<file path="config.mk">
export PLATFORM = sky130hd
export DESIGN_NAME = axi4_lite_slave_regs
export DESIGN_NICKNAME = d
export VERILOG_FILES = /design/src/rtl/axi4_lite_slave_regs.sv
export SDC_FILE = /design/constraint.sdc
export NUM_CORES = 1
export LEC_CHECK = 0
export CORE_UTILIZATION = 33
export DETAILED_ROUTE_END_ITERATION = 10
export GPL_TIMING_DRIVEN = 0
export SYNTH_ARGS = -nofsm -noshare
export SYNTH_HDL_FRONTEND = slang
export SYNTH_SLANG_ARGS = --single-unit
</file>
<file path="constraint.sdc">
create_clock -name clk -period 2.33 [get_ports clk]
set_input_delay 0.233 -clock clk [delete_from_list [all_inputs] [get_ports clk]]
set_output_delay 0.233 -clock clk [all_outputs]
set_load 0.005 [all_outputs]
</file>
<file path="src/rtl/axi4_lite_slave_regs.sv">
// AXI4-Lite slave exposing NUM_REGS 32-bit byte-strobed registers to the core.
// Define AXI_SLVERR_EN to answer out-of-range accesses with SLVERR instead of OKAY.
module axi4_lite_slave_regs #(
  parameter int NUM_REGS = 16
) (
  input  logic                     clk,
  input  logic                     rst,
  input  logic [31:0]              S_AXI_AWADDR,
  input  logic                     S_AXI_AWVALID,
  output logic                     S_AXI_AWREADY,
  input  logic [31:0]              S_AXI_WDATA,
  input  logic [3:0]               S_AXI_WSTRB,
  input  logic                     S_AXI_WVALID,
  output logic                     S_AXI_WREADY,
  output logic [1:0]               S_AXI_BRESP,
  output logic                     S_AXI_BVALID,
  input  logic                     S_AXI_BREADY,
  input  logic [31:0]              S_AXI_ARADDR,
  input  logic                     S_AXI_ARVALID,
  output logic                     S_AXI_ARREADY,
  output logic [31:0]              S_AXI_RDATA,
  output logic [1:0]               S_AXI_RRESP,
  output logic                     S_AXI_RVALID,
  input  logic                     S_AXI_RREADY,
  output logic [NUM_REGS*32-1:0]   reg_q,
  output logic [NUM_REGS-1:0]      wr_pulse
);

  localparam int IDX_W = $clog2(NUM_REGS);

  typedef logic [1:0] resp_t;
  localparam resp_t RESP_OKAY = 2'b00;
`ifdef AXI_SLVERR_EN
  localparam resp_t RESP_OOR = 2'b10;
`else
  localparam resp_t RESP_OOR = 2'b00;
`endif

  // Readies stay low until the first edge after reset release.
  logic             ready_en_q;
  logic             aw_held_q, aw_ok_q;
  logic [IDX_W-1:0] aw_idx_q;
  logic             w_held_q;
  logic [31:0]      w_data_q;
  logic [3:0]       w_strb_q;
  logic             bvalid_q;
  resp_t            bresp_q;
  logic             rvalid_q;
  logic [31:0]      rdata_q;
  resp_t            rresp_q;
  logic [31:0]      regs_q [NUM_REGS];
  logic [NUM_REGS-1:0] wr_pulse_q;
  logic [31:0]      wr_word_d;

  logic [29:0] aw_word, ar_word;
  logic        aw_in_range, ar_in_range;
  logic        unused_addr_bits;
  logic        aw_hs, w_hs, b_hs, ar_hs, r_hs, commit;

  assign aw_word          = S_AXI_AWADDR[31:2];
  assign ar_word          = S_AXI_ARADDR[31:2];
  assign unused_addr_bits = ^{S_AXI_AWADDR[1:0], S_AXI_ARADDR[1:0]};
  assign aw_in_range      = aw_word < 30'(NUM_REGS);
  assign ar_in_range      = ar_word < 30'(NUM_REGS);

  assign S_AXI_AWREADY = ready_en_q && !aw_held_q && !bvalid_q;
  assign S_AXI_WREADY  = ready_en_q && !w_held_q && !bvalid_q;
  assign S_AXI_ARREADY = ready_en_q && !rvalid_q;

  assign aw_hs  = S_AXI_AWVALID && S_AXI_AWREADY;
  assign w_hs   = S_AXI_WVALID && S_AXI_WREADY;
  assign b_hs   = bvalid_q && S_AXI_BREADY;
  assign ar_hs  = S_AXI_ARVALID && S_AXI_ARREADY;
  assign r_hs   = rvalid_q && S_AXI_RREADY;
  assign commit = aw_held_q && w_held_q && !bvalid_q;

  always_comb begin
    wr_word_d = regs_q[aw_idx_q];
    for (int b = 0; b < 4; b++) begin
      if (w_strb_q[b]) wr_word_d[8*b +: 8] = w_data_q[8*b +: 8];
    end
  end

  // NOTE: the register array is reset because the core observes reg_q directly
  // and must see zeros after reset; a plain storage RAM would not need this.
  always_ff @(posedge clk or negedge rst) begin
    if (!rst) begin
      ready_en_q <= 1'b0;
      aw_held_q  <= 1'b0;
      aw_ok_q    <= 1'b0;
      aw_idx_q   <= '0;
      w_held_q   <= 1'b0;
      w_data_q   <= '0;
      w_strb_q   <= '0;
      bvalid_q   <= 1'b0;
      bresp_q    <= RESP_OKAY;
      wr_pulse_q <= '0;
      for (int i = 0; i < NUM_REGS; i++) regs_q[i] <= '0;
    end else begin
      ready_en_q <= 1'b1;
      wr_pulse_q <= '0;
      if (aw_hs) begin
        aw_held_q <= 1'b1;
        aw_ok_q   <= aw_in_range;
        aw_idx_q  <= aw_word[IDX_W-1:0];
      end
      if (w_hs) begin
        w_held_q <= 1'b1;
        w_data_q <= S_AXI_WDATA;
        w_strb_q <= S_AXI_WSTRB;
      end
      if (commit) begin
        aw_held_q <= 1'b0;
        w_held_q  <= 1'b0;
        bvalid_q  <= 1'b1;
        bresp_q   <= aw_ok_q ? RESP_OKAY : RESP_OOR;
        if (aw_ok_q) begin
          regs_q[aw_idx_q]     <= wr_word_d;
          wr_pulse_q[aw_idx_q] <= 1'b1;
        end
      end else if (b_hs) begin
        bvalid_q <= 1'b0;
      end
    end
  end

  // A read sampled on the commit edge sees the pre-write contents.
  always_ff @(posedge clk or negedge rst) begin
    if (!rst) begin
      rvalid_q <= 1'b0;
      rdata_q  <= '0;
      rresp_q  <= RESP_OKAY;
    end else if (ar_hs) begin
      rvalid_q <= 1'b1;
      rdata_q  <= ar_in_range ? regs_q[ar_word[IDX_W-1:0]] : 32'h0;
      rresp_q  <= ar_in_range ? RESP_OKAY : RESP_OOR;
    end else if (r_hs) begin
      rvalid_q <= 1'b0;
    end
  end

  assign S_AXI_BVALID = bvalid_q;
  assign S_AXI_BRESP  = bresp_q;
  assign S_AXI_RVALID = rvalid_q;
  assign S_AXI_RDATA  = rdata_q;
  assign S_AXI_RRESP  = rresp_q;
  assign wr_pulse     = wr_pulse_q;

  always_comb begin
    for (int i = 0; i < NUM_REGS; i++) reg_q[32*i +: 32] = regs_q[i];
  end

endmodule

</file>
### Word level (Yosys, flattened, before mapping)

Cells that the tools add are included.

| storage, ports and cells | value |
|---|---|
| flip-flop bits (word level) | 606 |
| input bits | 107 |
| output and inout port bits | 569 |

| operators by class | value |
|---|---|
| magnitude comparators | 7 |
| multiplexer cells | 26 |
| bitwise logic cells | 2 |
| reduce and logical (&&, ||, !) cells | 23 |

Operator list:

| operator | count |
|---|---|
| bitwise mux 512 bit | 1 |
| binary-select mux 32 bit (select 4 bit) | 2 |
| 2-to-1 mux 32 bit | 6 |
| demux 32 bit (select 4 bit) | 1 |
| < comparator 30 x 5 -> 1 bit, second input constant | 2 |
| 2-to-1 mux 16 bit | 2 |
| 2-to-1 mux 8 bit | 4 |
| logical AND 1 bit | 14 |
| >= comparator 5 bit, second input constant | 2 |
| inverter 4 -> 5 bit | 2 |
| 2-to-1 mux 1 bit | 9 |
| nonzero test 2 bit | 4 |
| < comparator 4 x 5 -> 1 bit, second input constant | 1 |
| < comparator 5 x 1 -> 1 bit, second input constant | 1 |
| demux 1 bit (select 4 bit) | 1 |
| >= comparator 4 x 1 -> 1 bit, second input constant | 1 |
| zero test 1 bit | 4 |
| AND reduction 2 bit | 1 |

### Depth between registers and ports, before layout

| logic depth | value |
|---|---|
| word-level depth | 6 |
| depth in mapped cells | 9 |

### Least setup slack after synthesis

No wires, ideal clock.

| timing | value |
|---|---|
| path kind | flip-flop to flip-flop |
| from | register aw_idx_q[1] |
| to | register regs_q (netlist bit reg_q[35]) |
| arrival time | 1.786 ns |
| required time | 2.189 ns |
| slack | 0.403 ns |
| cell stages (with the launch flop) | 8 |
| path buffers | 3 |
| clock period less this slack | 1.927 ns |
| cells stage by stage | dfrtp_1 buf_2 clkbuf_1 mux4_2 and2_1 o22ai_2 buf_2 a31oi_1 |

| on the way | value |
|---|---|
| cells in the longest elaborated chain, start to end | 6 |

Ends and longest elaborated chain:

| item | RTL line | RTL |
|---|---|---|
| start: declaration | 42 | `logic [IDX_W-1:0] aw_idx_q;` |
| start signal: assignment | 105 | `aw_idx_q <= aw_word[IDX_W-1:0];` |
| inverter 4 -> 5 bit (implied by the code) * | 78, 118 |  |
| >= comparator 5 bit (implied by the code) (tied with other cells) | 118 | `regs_q[aw_idx_q] <= wr_word_d;` |
| logical AND 1 bit (implied by the code) or 2-to-1 mux 32 bit (tied branches) | 118, 78 |  |
| 2-to-1 mux 32 bit (on tied branches) | 118, 78 |  |
| demux 32 bit (select 4 bit) or 2-to-1 mux 8 bit (tied branches) | 118, 80 |  |
| bitwise mux 512 bit * | 118 |  |
| end signal: indexed assignment | 118 |  |
| end: declaration | 51 | `logic [31:0] regs_q [NUM_REGS];` |

Every way passes the cells marked *; elsewhere a longest branch is shown, timed or not. The select of a mux whose other input is x is not followed.
A chain may end at the register's enable or synchronous reset.

### Worst setup path in the final report

| timing | value |
|---|---|
| from | input port S_AXI_ARADDR[5] |
| to | register rdata_q[5] (netlist: S_AXI_RDATA[5]) |

| on the way | value |
|---|---|
| cells in the longest elaborated chain, start to end | 5 |

Ends and longest elaborated chain:

| item | RTL line | RTL |
|---|---|---|
| start: declaration | 18 | `input logic [31:0] S_AXI_ARADDR,` |
| branches (longest 4 deep; another with < comparator 30 x 5 -> 1 bit) | - |  |
| 2-to-1 mux 32 bit * | 135 | `rdata_q <= ar_in_range ? regs_q[ar_word[IDX_W-1:0]] : 32'h0;` |
| end signal: assignment | 135 |  |
| end: declaration | 49 | `logic [31:0] rdata_q;` |

Mark *: on every way between the ends. The select of a mux whose other input is x is not followed.

==> flow_summary.json <==
{
  "outcome": "finished, violations left",
  "failed_checks": "hold timing, setup timing",
  "regToRegSetupSlack_ns": -0.02,
  "syn_area_um2": 30400,
  "power.total_mw": 38.3,
  "std_cell_rows": 110,
  "gp_congestion": 0.998,
  "synth.distinct_cells": 44,
  "clock_tree.buffer_depth": 3,
  "antenna_violations_before_repair": 8,
  "synth-main-ff-cell": "dfrtp_1",
  "final-max-slew-violation-count": 0,
  "first_global_vias": 28300,
  "share_of_flip_flops_with_an_asynchronous_set_or_reset_after_synthesis_pct": 100,
  "area_used_by_sequential_logic_in_the_layout_um2": 15200,
  "syn_avg_cell_area_um2": 10.8,
  "worstSetupEndpointType": "flop",
  "cell_type_with_the_highest_aggregate_area_in_the_netlist": "dfrtp_1",
  "layout_min_cycle_time_ns": 2.37,
  "finish.net_count": 3694,
  "worst-endpoint-required_ns": 2.89,
  "share_of_cells_above_drive_strength_1_pct": 18.8,
  "netlist_top_cells_count": "606 x dfrtp_1, 362 x nand2_1, 260 x nor2_1, 256 x a31oi_1, 232 x o21ai_0",
  "layout.filler_cells": 8452,
  "tightestPinTransition_ns": 1.15,
  "crit-reg2reg-launch": "aw_idx_q[3]$_DFFE_PN0P_",
  "grt_pass1_wl_um": 227000,
  "rsz0062_at_grt": "true",
  "max-vdd-ir-drop_uv": 546,
  "cts-buffers-inserted": 72,
  "slew-limit-headroom_pct": 23.5,
  "yosys.cell_count.top_type": "dfrtp_1",
  "cts_root_buf": "clkbuf_16",
  "timing.final.ws_setup_ns": -0.0378,
  "dp.cells": 4652,
  "cts_tree": "built",
  "grt.overflow.total": 0,
  "dp_hpwl_um": 125000,
  "timing.final.hold_violations": 82,
  "max_cap_viol_count": 0,
  "synth.yosys.seq_area_share_pct": 49.9,
  "static_power_due_to_leakage_nw": 18.1,
  "ant_nets": 0,
  "mean_routed_wirelength_per_cell_um": 34.2,
  "min-delay-path-class": "primary input to async pin",
  "chipWidth_um": 305,
  "ios": 676,
  "top_area_cell_type_share_of_the_netlist_area_pct": 49.9,
  "route.detailed.drc": 0,
  "finalNonFillerCells": 4825,
  "synthTopCellsByArea": "dfrtp_1 50%, mux4_2 12%, mux2i_1 6.4%",
  "achievable-frequency_ghz": 0.422,
  "grt.total_usage_pct": 34.4,
  "finalSetupViolCount": 7,
  "worst-endpoint-arrival_ns": 2.93,
  "floorplan.die.height_um": 305,
  "worst_setup_hold_path_clk_slew_ns": 0.06,
  "insertion_delay_ns": 0.63,
  "area.growth.synth_to_final_pct": 41.6,
  "final.setup.tns_ns": -0.0900,
  "multi_input_area_um2": 14600,
  "placed_cell_area_um2": 38700,
  "power.density_nw_per_um2": 891,
  "clock_tree.htree_level_count": 3,
  "postSynthRegisterBits": 606,
  "numClockSinks": 606,
  "dr_total_vias": 29700,
  "drt-initial-drc-count": 4341,
  "critPathMaxFanout": 10,
  "syn_inst": 2803,
  "postLayoutCellArea_um2": 43000,
  "die_area_um2": 93300,
  "floorplan.initialDensity_pct": 33.5,
  "maximum_number_of_pins_on_one_net_before_global_route_repair": 111,
  "via_per_inst": 6.15,
  "drt_pass1_iterations": 6,
  "worstSetupPathType": "primary input to flop",
  "synth-edff-count": 0,
  "port_buffers": 664,
  "final.setup_skew_ns": 0.0186,
  "synth_warnings": 0,
  "fp.coreArea_um2": 90600,
  "holdBufCountCts": 5,
  "critical_path.reg2reg.endpoint": "reg_q[472]$_DFFE_PN0P_",
  "finalCritPeriodShare_pct": 102,
  "wl_um": 165000,
  "worst_case_hold_slack_ns": -0.238,
  "r2r_cells": 7,
  "startpoint_class_of_the_critical_path": "primary input"
}
==> layout by cell type (no fill, tap or decap), types with 11 or more instances in the layout <==
master / instances
nand3_2: 32
buf_6: 27
o221ai_2: 11
bufinv_16: 14
a22o_1: 31
nor4_1: 17
a31oi_1: 255
buf_2: 44
clkdlybuf4s50_1: 663
clkbuf_1: 54
o22ai_4: 28
o21ai_0: 229
clkbuf_8: 15
clkbuf_16: 75
and2_1: 35
nand2_1: 361
clkinv_2: 13
o21ai_1: 65
nor2_1: 260
mux4_2: 160
a221oi_2: 22
mux2i_1: 192
clkbuf_4: 32
clkbuf_2: 68
o221ai_1: 11
a22oi_1: 89
buf_4: 83
inv_1: 44
dfrtp_1: 604
==> flip-flops by register name (all words and copies together) (netlist names) <==
signal	flops
wr_pulse	16
w_data_q	32
aw_idx_q	4
aw_ok_q	1
S_AXI_RDATA	32
S_AXI_RVALID	1
S_AXI_BVALID	1
reg_q	512
aw_held_q	1
w_held_q	1
w_strb_q	4
ready_en_q	1
==> power breakdown <==
part	total [mW]	switching, mW	internal, mW
sequential	11.4	0.557	10.9
combinational	14.1	9.70	4.45
clock	12.7	4.90	7.85
total	38.3	15.2	23.2
==> stage by stage <==
step,worst slack (ns),utilization [%]
global route,-0.0259,47.5
detailed placement,-1.22,42.7
floorplan,0.403,-
CTS,0.000209,46.7
finish,-0.0378,47.5
global placement,-27.25,42.5
==> what timing repair did <==
action | in CTS | in global routing
pin swaps | 18 | 24
endpoints found under the setup margin | 576 | 473
setup buffers | 22 | 14
gates cloned | 0 | 0
resized for setup | 216 | 157
hold endpoints to repair | 73 | 82
==> routing by layer <==
layer	GRT usage [%]	share of wire, %	vias up
met1	44.5	38	15100
li1	-	-	12000
met2	51.7	44	2136
met3	10.5	12	478
met5	0	0.014	-
met4	18.0	6.1	4
==> final cells by class <==
cell class | instances | area share, %
sequential | 606 | 35.3
multi-input combinational | 1878 | 33.9
timing repair buffer | 711 | 16.8
clock buffer | 99 | 4.88
buffer | 270 | 3.96
tap | 1176 | 3.42
clock inverter | 30 | 1.22
inverter | 48 | 0.431
antenna | 7 | 0.0407
==> critical path, cell delays in order <==
cell             delay (ns)
clkdlybuf4s50_1        0.67
nor2_1                 0.44
clkbuf_1               0.77
a22oi_1                0.44
nand2_1                0.20
a22o_1                 0.14
==> cells by family after synthesis <==
kind of cell | after synthesis | share of synthesized area, %
compound gates | 775 | 16.6
flops | 606 | 49.9
simple gates | 740 | 10.1
mux | 358 | 18.4
buf+inv | 322 | 4.93
other cells | 2 | 0.0247
==> worst max-delay path by stage <==
stage                             from                     endpoint  slack (ns)  depth (start not counted)
2_1_floorplan  aw_idx_q[1]$_DFFE_PN0P_        reg_q[35]$_DFFE_PN0P_        0.40                          7
3_3_place_gp                       rst       wr_pulse[13]$_DFF_PN0_      -27.25                          1
3_5_place_dp             S_AXI_ARVALID  S_AXI_RDATA[15]$_DFFE_PN0P_       -1.22                          5
4_1_cts        aw_idx_q[1]$_DFFE_PN0P_       reg_q[154]$_DFFE_PN0P_      0.0002                          8
5_1_grt        aw_idx_q[1]$_DFFE_PN0P_       reg_q[152]$_DFFE_PN0P_       -0.03                          8
6_report               S_AXI_ARADDR[5]   S_AXI_RDATA[5]$_DFFE_PN0P_       -0.04                          6
No activity file was read; power rests on OpenSTA's default activity.
